## src/rtl/quarter_wave_oscillator.sv

```systemverilog
`timescale 1ns/1ps
// -----------------------------------------------------------------------------
// quarter_wave_oscillator
//
// A phase-accumulator (NCO) sine generator. It rebuilds a full sine wave from
// an external quarter-wave lookup table. The top 8 bits of the accumulator
// form the phase p:
//   - p[7:6] selects the quadrant.
//   - p[5:0] indexes the quarter-wave table. The index is mirrored in
//     quadrants 1 and 3.
//   - p[7] negates the table value (second half of the cycle).
//
// Pipeline, for each accepted tick:
//   cycle +1 : table_phase and the negate flag are presented from registers.
//   cycle +2 : sample is registered from table_data and sample_valid pulses.
//
// Ports:
//   clk          single clock; all state updates on its rising edge
//   rst_n        asynchronous, active-low reset
//   enable       when low, sample_tick is ignored and the accumulator holds
//   sample_tick  one-cycle strobe requesting one output sample
//   phase_inc    per-sample phase step (tuning word), unsigned, ACC_WIDTH bits
//   phase_sync   restart the phase at zero; honoured even while enable is low
//   table_phase  registered 6-bit address into the quarter-wave table
//   table_data   combinational table output for table_phase (offset binary,
//                positive half only)
//   sample       registered full-wave sample
//   sample_valid high for one cycle each time sample is updated
//
// Build option:
//   SINE_SIGNED_OUT_EN - when defined, sample is two's complement (the
//                        offset-binary value with its MSB inverted) and resets
//                        to 16'h0000. When it is not defined, sample is offset
//                        binary with midscale 16'h8000.
// -----------------------------------------------------------------------------
module quarter_wave_oscillator #(
  parameter int ACC_WIDTH = 24
) (
  input  logic                 clk,
  input  logic                 rst_n,
  input  logic                 enable,
  input  logic                 sample_tick,
  input  logic [ACC_WIDTH-1:0] phase_inc,
  input  logic                 phase_sync,
  output logic [5:0]           table_phase,
  input  logic [15:0]          table_data,
  output logic [15:0]          sample,
  output logic                 sample_valid
);

`ifdef SINE_SIGNED_OUT_EN
  localparam logic [15:0] FORMAT_FLIP = 16'h8000;
`else
  localparam logic [15:0] FORMAT_FLIP = 16'h0000;
`endif
  // Midscale is the reset value in either output format.
  localparam logic [15:0] SAMPLE_RST = 16'h8000 ^ FORMAT_FLIP;

  logic [ACC_WIDTH-1:0] r_acc;
  logic [5:0]           r_table_phase;
  logic                 r_negate;
  logic                 r_s1_valid;
  logic [15:0]          r_sample;
  logic                 r_sample_valid;

  logic                 w_accept;
  logic [7:0]           w_phase;
  logic [5:0]           w_addr;
  logic [15:0]          w_offset_bin;

  assign w_accept = enable & sample_tick;

  // The phase is taken from the accumulator before this cycle's update.
  // A sync request forces the sampled phase to zero.
  assign w_phase = phase_sync ? 8'h00 : r_acc[ACC_WIDTH-1 -: 8];

  // In quadrants 1 and 3 the waveform runs back down the table.
  assign w_addr = w_phase[6] ? ~w_phase[5:0] : w_phase[5:0];

  // The negative half-cycle is the two's-complement negation of the table
  // value. This mirrors the offset-binary code about midscale.
  assign w_offset_bin = r_negate ? (~table_data + 16'd1) : table_data;

  // Phase accumulator
  always_ff @(posedge clk or negedge rst_n) begin
    if (!rst_n) begin
      r_acc <= '0;
    end else if (phase_sync) begin
      r_acc <= w_accept ? phase_inc : '0;
    end else if (w_accept) begin
      r_acc <= r_acc + phase_inc;  // wraps silently modulo 2^ACC_WIDTH
    end
  end

  // Stage 1: table address and negate flag. These hold between ticks.
  always_ff @(posedge clk or negedge rst_n) begin
    if (!rst_n) begin
      r_table_phase <= '0;
      r_negate      <= 1'b0;
      r_s1_valid    <= 1'b0;
    end else begin
      r_s1_valid <= w_accept;
      if (w_accept) begin
        r_table_phase <= w_addr;
        r_negate      <= w_phase[7];
      end
    end
  end

  // Stage 2: output sample. This stage does not depend on enable, so a
  // sample already in flight still completes after enable drops.
  always_ff @(posedge clk or negedge rst_n) begin
    if (!rst_n) begin
      r_sample       <= SAMPLE_RST;
      r_sample_valid <= 1'b0;
    end else begin
      r_sample_valid <= r_s1_valid;
      if (r_s1_valid) begin
        r_sample <= w_offset_bin ^ FORMAT_FLIP;
      end
    end
  end

  assign table_phase  = r_table_phase;
  assign sample       = r_sample;
  assign sample_valid = r_sample_valid;

endmodule
```

## config.mk

```make
export PLATFORM = sky130hd
export DESIGN_NAME = quarter_wave_oscillator
export DESIGN_NICKNAME = d
export VERILOG_FILES = /design/src/rtl/quarter_wave_oscillator.sv
export SDC_FILE = /design/constraint.sdc
export NUM_CORES = 1
export LEC_CHECK = 0
export ABC_CLOCK_PERIOD_IN_PS = 5040
export BUFFER_PORTS_ARGS = -buffer_cell sky130_fd_sc_hd__buf_2
export CAP_MARGIN = 0
export CORE_MARGIN = 4
export CORE_UTILIZATION = 60
export CTS_CLUSTER_DIAMETER = 200
export DETAILED_ROUTE_END_ITERATION = 16
export GPL_TIMING_DRIVEN = 0
export PLACE_DENSITY = 0.87
export SLEW_MARGIN = 10
export SYNTH_ARGS = -nofsm -noshare
export SYNTH_HDL_FRONTEND = slang
export SYNTH_SLANG_ARGS = --single-unit
```

## constraint.sdc

```tcl
create_clock -name clk -period 5.04 [get_ports clk]
set_clock_uncertainty 0.2 [all_clocks]
set_input_delay 1.008 -clock clk [delete_from_list [all_inputs] [get_ports clk]]
set_output_delay 1.008 -clock clk [all_outputs]
set_load 0.01 [all_outputs]
```

==> results.toml, run 1 <==
[status]
outcome = "finished clean"

[clocking]
cts.sinks = 49
clk_pin_slew_ns = 0.09
cts_setup_buffers = 0
clk_path_buf_depth = 2
ctsRootBufferMaster = "clkbuf_8"
insertion_delay_ns = 0.31
cts.repair.resized = 0
hold_buffers = 0
htree_levels = 2
cts_made_buffers = 5
cts_tree = "yes"

[grt]
grt_pass1_wl_um = 15200
antenna_found_initial = 0
gr-total-overflow = 0
grt_pass1_vias = 3341
track_usage_pct = 25.5
grt_max_degree = 50

[worst_setup_path]
critPathKind = "in2reg"
arrival_ns = 3.41
endpoint_kind = "register"
crit_fanout = 4
startpoint_type = "input pin"
r2r_cells = 11
required_ns = 5.02

[drt]
vias_per_cell = 6.01
via_count = 3344
wl_um = 8980
avgRoutedWirePerCell_um = 16.1
drt_iter0_markers = 234
drtPass1Iterations = 4
drc = 0
postRouteAntennaNets = 0

[cells_and_area]
antenna_cells = 0
fin_nets = 553
layout-drive-gt1-share_pct = 17.8
multiInputGateArea_um2 = 2170
syn2layout_area_growth_pct = 14.3
final_cells = 556
regArea_um2 = 1230
utilization_pct = 71.9
fillers = 476

[die]
die_width_um = 84.7
die_area_um2 = 7170
core_area_um2 = 5610
rows = 27
fp.dieH_um = 84.7
ios = 68
initial_core_util_pct = 62.9

[sta]
min_period_ns = 3.44
grt_setup_unrepaired = "false"
fin_crit_sh_pct = 68.2
finalHoldViolations = 0
worst_pin_slew_ns = 0.632
slew_headroom_pct = 57.8
fin_setup_tns_ns = 0
setup_violations = 0
finalMaxSlewViolations = 0
fmax_ghz = 0.291

[min_path]
hold_path_class = "reg2reg"
whs_path_depth = 0

[placed_design]
gp_congestion = 0.923
dp_cells = 548
hpwl_um = 6730
io_buffers = 66

[synthesis]
synth_edf_count = 0
ys_types = 57
synth_area_um2 = 3530
synthCells = 410
synth_flop_cell = "dfrtp_1"
seq_area_frac_synth_pct = 34.8
synth_nets = 480
synthArstFlopShare_pct = 100
ys_ff_latch = 49
syn_avg_cell_area_um2 = 8.61
synth_warnings = 0

[flow_run]
drv_cap = 0

[power]
ir_drop_mv = 0.150
p_leak_nw = 1.82
power-per-cell-area_nw_per_um2 = 289
-- routing by layer --
layer	share of wire (%)	track usage, %	wire [µm]
met5	0	0	0
met4	1.5	6.62	136
met3	6.9	4.22	615
met2	51	45.7	4530
met1	41	31.8	3690
-- logic make-up (layout without fill, tap and decap cells) --
logic type	count (synthesis)	count (layout)	share of synthesized area, %
AO/OA/AOI/OAI	135	135	23.7
AND/OR/NAND/NOR	124	124	18.0
flip-flops	49	49	34.8
XOR/XNOR	35	35	8.69
buffers and inverters	35	109	3.76
adder cells (fa/ha/maj)	25	25	9.08
multiplexers	7	7	2.02
-- cells in the mapped netlist, types with 2 or more instances --
master / count / area share (%)
o21a_1: 3 / 0.64
dfrtp_1: 48 / 34
a31oi_1: 11 / 2.0
o31ai_4: 2 / 1.2
a211oi_1: 3 / 0.64
nand2b_1: 3 / 0.53
o32ai_1: 2 / 0.50
or3_1: 6 / 1.1
nand2_1: 28 / 3.0
o21ai_0: 43 / 6.1
mux2i_1: 6 / 1.7
and2_1: 2 / 0.35
nor3_1: 5 / 0.71
and3_1: 2 / 0.35
clkbuf_1: 21 / 2.2
or2_2: 3 / 0.53
xnor2_1: 17 / 4.2
nor2_1: 33 / 3.5
o21bai_1: 2 / 0.43
nor3b_1: 8 / 1.7
a21o_1: 6 / 1.3
xor2_1: 18 / 4.5
ha_1: 24 / 8.5
nand3_1: 21 / 3.0
o211ai_1: 3 / 0.64
nor2b_1: 3 / 0.53
inv_1: 12 / 1.3
or3_4: 2 / 0.64
a21oi_1: 44 / 6.2
o31ai_1: 2 / 0.43
-- layout make-up --
class	instances	share of cell area (%)
Tap cell	72	2.23
Sequential cell	49	30.4
Clock inverter	1	0.124
Timing Repair Buffer	66	8.25
Multi-Input combinational cell	326	53.8
Clock buffer	7	1.89
Inverter	12	1.12
Buffer	23	2.17
-- state kept, by name (all words and copies together), names as in the netlist --
signal,cells
table_phase,6
sample,16
r_acc,24
sample_valid,1
r_s1_valid,1
r_negate,1
-- placed cells by master, fill, tap and decap left out, drive strengths merged, types with 2 or more instances in the layout --
cell type  count
clkbuf        28
o211ai         3
o21bai         2
xnor2         17
a31oi         11
ha            24
nor2          33
a21o           6
nand2b         3
a211oi         3
nand3         21
mux2i          6
o31ai          4
or2            4
a21oi         44
buf           68
dfrtp         48
o21a           3
nor3b          8
nor2b          3
or4            2
nor3           5
xor2          18
nand2         28
and3           2
inv           12
or3            8
and2           2
and4           2
o21ai         44
o32ai          2
-- critical path: stages --
cell,delay [ns]
buf_2,0.09
ha_1,0.16
inv_1,0.06
fa_1,0.37
and2b_1,0.25
o31a_1,0.23
o2111ai_2,0.20
a211oi_1,0.37
nor2_1,0.19
o21ai_0,0.25
xnor2_1,0.14
o21ai_0,0.09
-- path summary, 6_finish.rpt --
| path | start | to | slack, ns |
|---|---|---|---|
| max | phase_inc[0] | r_acc[22] | 1.60 |
| min | r_s1_valid | sample_valid | 0.27 |
| max reg2reg | r_acc[0] | r_acc[22] | 2.03 |
| min reg2reg | r_s1_valid | sample_valid | 0.27 |
| max in group asynchronous | rst_n | r_acc[14] | 3.70 |
| min in group asynchronous | rst_n | sample[3] | 0.51 |
-- power by group --
part	switching, W	internal (W)	total (W)	leakage (nW)
sequential	0.0000371	0.000452	0.000489	0.609
clock	0.000135	0.0000979	0.000233	0.0422
combinational	0.000252	0.000191	0.000443	1.17
-- through the flow --
stage	cell area (µm²)	total power (W)	hold WS, ns	worst slack (ns)
floorplan	3530	0.000798	0.215	1.83
global placement	3950	0.000916	0.240	1.38
detailed placement	3950	0.000934	0.244	1.31
CTS	4030	0.00117	0.267	1.61
global route	4030	0.00124	0.282	1.37
finish	4030	0.00116	0.268	1.60
Note: power is estimated with default switching activity, not from simulation.
==> run 2: changes to the inputs <==
ABC_AREA = 1   (was unset)
ABC_CLOCK_PERIOD_IN_PS = 2800   (was 5040)
CORE_UTILIZATION = 52   (was 60)
PLACE_DENSITY = 0.78   (was 0.87)
clock period = 2.8 ns   (was 5.04 ns; I/O delays follow)
==> results.toml, run 2 <==
[sta]
fmax_ghz = 0.415
finalMaxSlewViolations = 0
setup_slack_ns = 0.388
fin_crit_sh_pct = 86.1
grt_setup_unrepaired = "false"
fin_setup_tns_ns = 0
min_period_ns = 2.41
finalHoldViolations = 0
slew_headroom_pct = 58.1
worst_pin_slew_ns = 0.629
setup_violations = 0

[drt]
wl_um = 11000
vias_per_cell = 5.04
postRouteAntennaNets = 0
drc = 0
via_count = 4278
avgRoutedWirePerCell_um = 12.9
drt_iter0_markers = 186
drtPass1Iterations = 4

[placed_design]
place_area_um2 = 4670
io_buffers = 67
hpwl_um = 8740
dp_slack_ns = 0.134
dp_cells = 840
gp_congestion = 0.900

[die]
rows = 32
core_area_um2 = 7810
fp.dieH_um = 98.0
initial_core_util_pct = 53.9
die_width_um = 98.0
die_area_um2 = 9600
ios = 68

[cells_and_area]
layout-drive-gt1-share_pct = 15.5
final_common_cell = "nand2_1"
final_cells = 848
syn2layout_area_growth_pct = 13.7
fin_area_um2 = 4790
multiInputGateArea_um2 = 2540
fillers = 789
largest-register = "r_acc"
final_cell_mix = "272 x nand2_1, 90 x inv_1, 73 x buf_2"
regArea_um2 = 1230
antenna_cells = 0
largest_register_ffs = 24
fin_nets = 815

[power]
power.switching_w = 0.000915
power_frac_comb_pct = 40.3
switching_share_pct = 39.0
seqPwrFrac_pct = 37.1
ir_drop_mv = 0.226
power.share.clock_pct = 22.6
internal-power_w = 0.00143
p_leak_nw = 2.77
power-per-cell-area_nw_per_um2 = 490

[synthesis]
ys_ff_latch = 49
synth_area_leader_cell = "dfrtp_1"
synth_edf_count = 0
syn_avg_cell_area_um2 = 6.27
yosysMostFrequentCell = "nand2_1"
synth_common_cells = "272 x nand2_1, 90 x inv_1, 48 x dfrtp_1, 44 x nand3_1, 44 x nor2_1"
synth_area_leaders = "dfrtp_1 29%, nand2_1 24%, inv_1 8.0%"
ys_types = 35
synth_area_um2 = 4210
synth_warnings = 0
synth_flop_cell = "dfrtp_1"
seq_area_frac_synth_pct = 29.2
synth_nets = 741
synthArstFlopShare_pct = 100
yosys.area.top_type_share_pct = 28.5
synthCells = 671

[worst_setup_path]
crit_fanout = 4
r2r-start = "r_acc[0]"
arrival_ns = 2.42
startpoint_type = "register"
r2r_slack_ns = 0.39
r2r_end = "r_acc[16]"
required_ns = 2.81
critPathKind = "reg2reg"
r2r_cells = 13
endpoint_kind = "register"

[clocking]
hold_buffers = 0
cts_made_buffers = 5
htree_levels = 2
clk_path_buf_depth = 2
clk_pin_slew_ns = 0.10
cts.sinks = 49
ctsRootBufferMaster = "clkbuf_8"
cts_tree = "yes"
cts_setup_buffers = 0
insertion_delay_ns = 0.31
cts.repair.resized = 0

[grt]
grt_max_degree = 50
gr-total-overflow = 0
antenna_found_initial = 0
track_usage_pct = 23.7
grt_pass1_wl_um = 19000
grt_pass1_vias = 4105

[status]
outcome = "finished clean"

[flow_run]
drv_cap = 0

[min_path]
hold_path_class = "in2async"
-- run 2: area by class of cell --
cell class                      instances  area share [%]
Multi-Input combinational cell        508            53.1
Sequential cell                        49            25.6
Inverter                              100            7.84
Timing Repair Buffer                   67            7.06
Tap cell                              102            2.67
Clock buffer                            5            1.44
Buffer                                 14            1.36
Clock inverter                          3           0.915
-- run 2: metal layers --
metal	global-route usage (%)	part of all wire (%)	up-vias
li1	-	-	2227
met3	3.07	5.8	10
met5	0	0	-
met2	40.6	47	91
met1	32.6	46	1950
met4	4.15	0.95	0
-- run 2: worst max path at each step --
stage / to / slack [ns] / from
detailed placement: r_acc[16] / 0.13 / phase_inc[0]
CTS: r_acc[16] / 0.42 / r_acc[0]
global route: r_acc[16] / 0.23 / r_acc[0]
global placement: r_acc[16] / 0.16 / phase_inc[0]
floorplan: r_acc[16] / 0.56 / phase_inc[0]
finish: r_acc[16] / 0.39 / r_acc[0]
-- run 2: critical path, stage by stage (launching register included) --
cell and delay (ns):
dfrtp_1 0.37, ha_1 0.24, inv_1 0.08, fa_1 0.39, inv_1 0.14, nand3_1 0.09, nand3_1 0.19, nand2_1 0.09
nand2_2 0.11, nand3b_1 0.13, nand3_1 0.10, nand3_1 0.07, nand2_1 0.06, nand2_1 0.05
-- run 2: power groups by stage --
stage | sequential, W | combinational, W | clock [W]
after global routing | 0.000886 | 0.00108 | 0.000573
after floorplan | 0.000904 | 0.000641 | 0
final | 0.000870 | 0.000946 | 0.000529
after detailed placement | 0.000885 | 0.000943 | 0
after CTS | 0.000871 | 0.000947 | 0.000547
after global placement | 0.000879 | 0.000920 | 0
-- run 2: kinds of logic (layout without fill, tap and decap cells) --
kind of cell | Yosys count | count (layout) | synth area share, %
buffers and inverters | 114 | 189 | 10.5
XOR/XNOR | 21 | 21 | 4.37
flip-flops | 49 | 49 | 29.2
AO/OA/AOI/OAI | 59 | 59 | 7.67
adder cells (fa/ha/maj) | 25 | 25 | 7.61
AND/OR/NAND/NOR | 403 | 403 | 40.7
-- run 2: stage by stage --
stage               hold slack [ns]  total power (W)  utilization [%]
floorplan                    0.0644          0.00155                -
global placement              0.187          0.00180             59.8
detailed placement            0.189          0.00183             59.8
CTS                           0.213          0.00236             61.3
global route                  0.117          0.00254             61.3
finish                       0.0490          0.00234             61.3
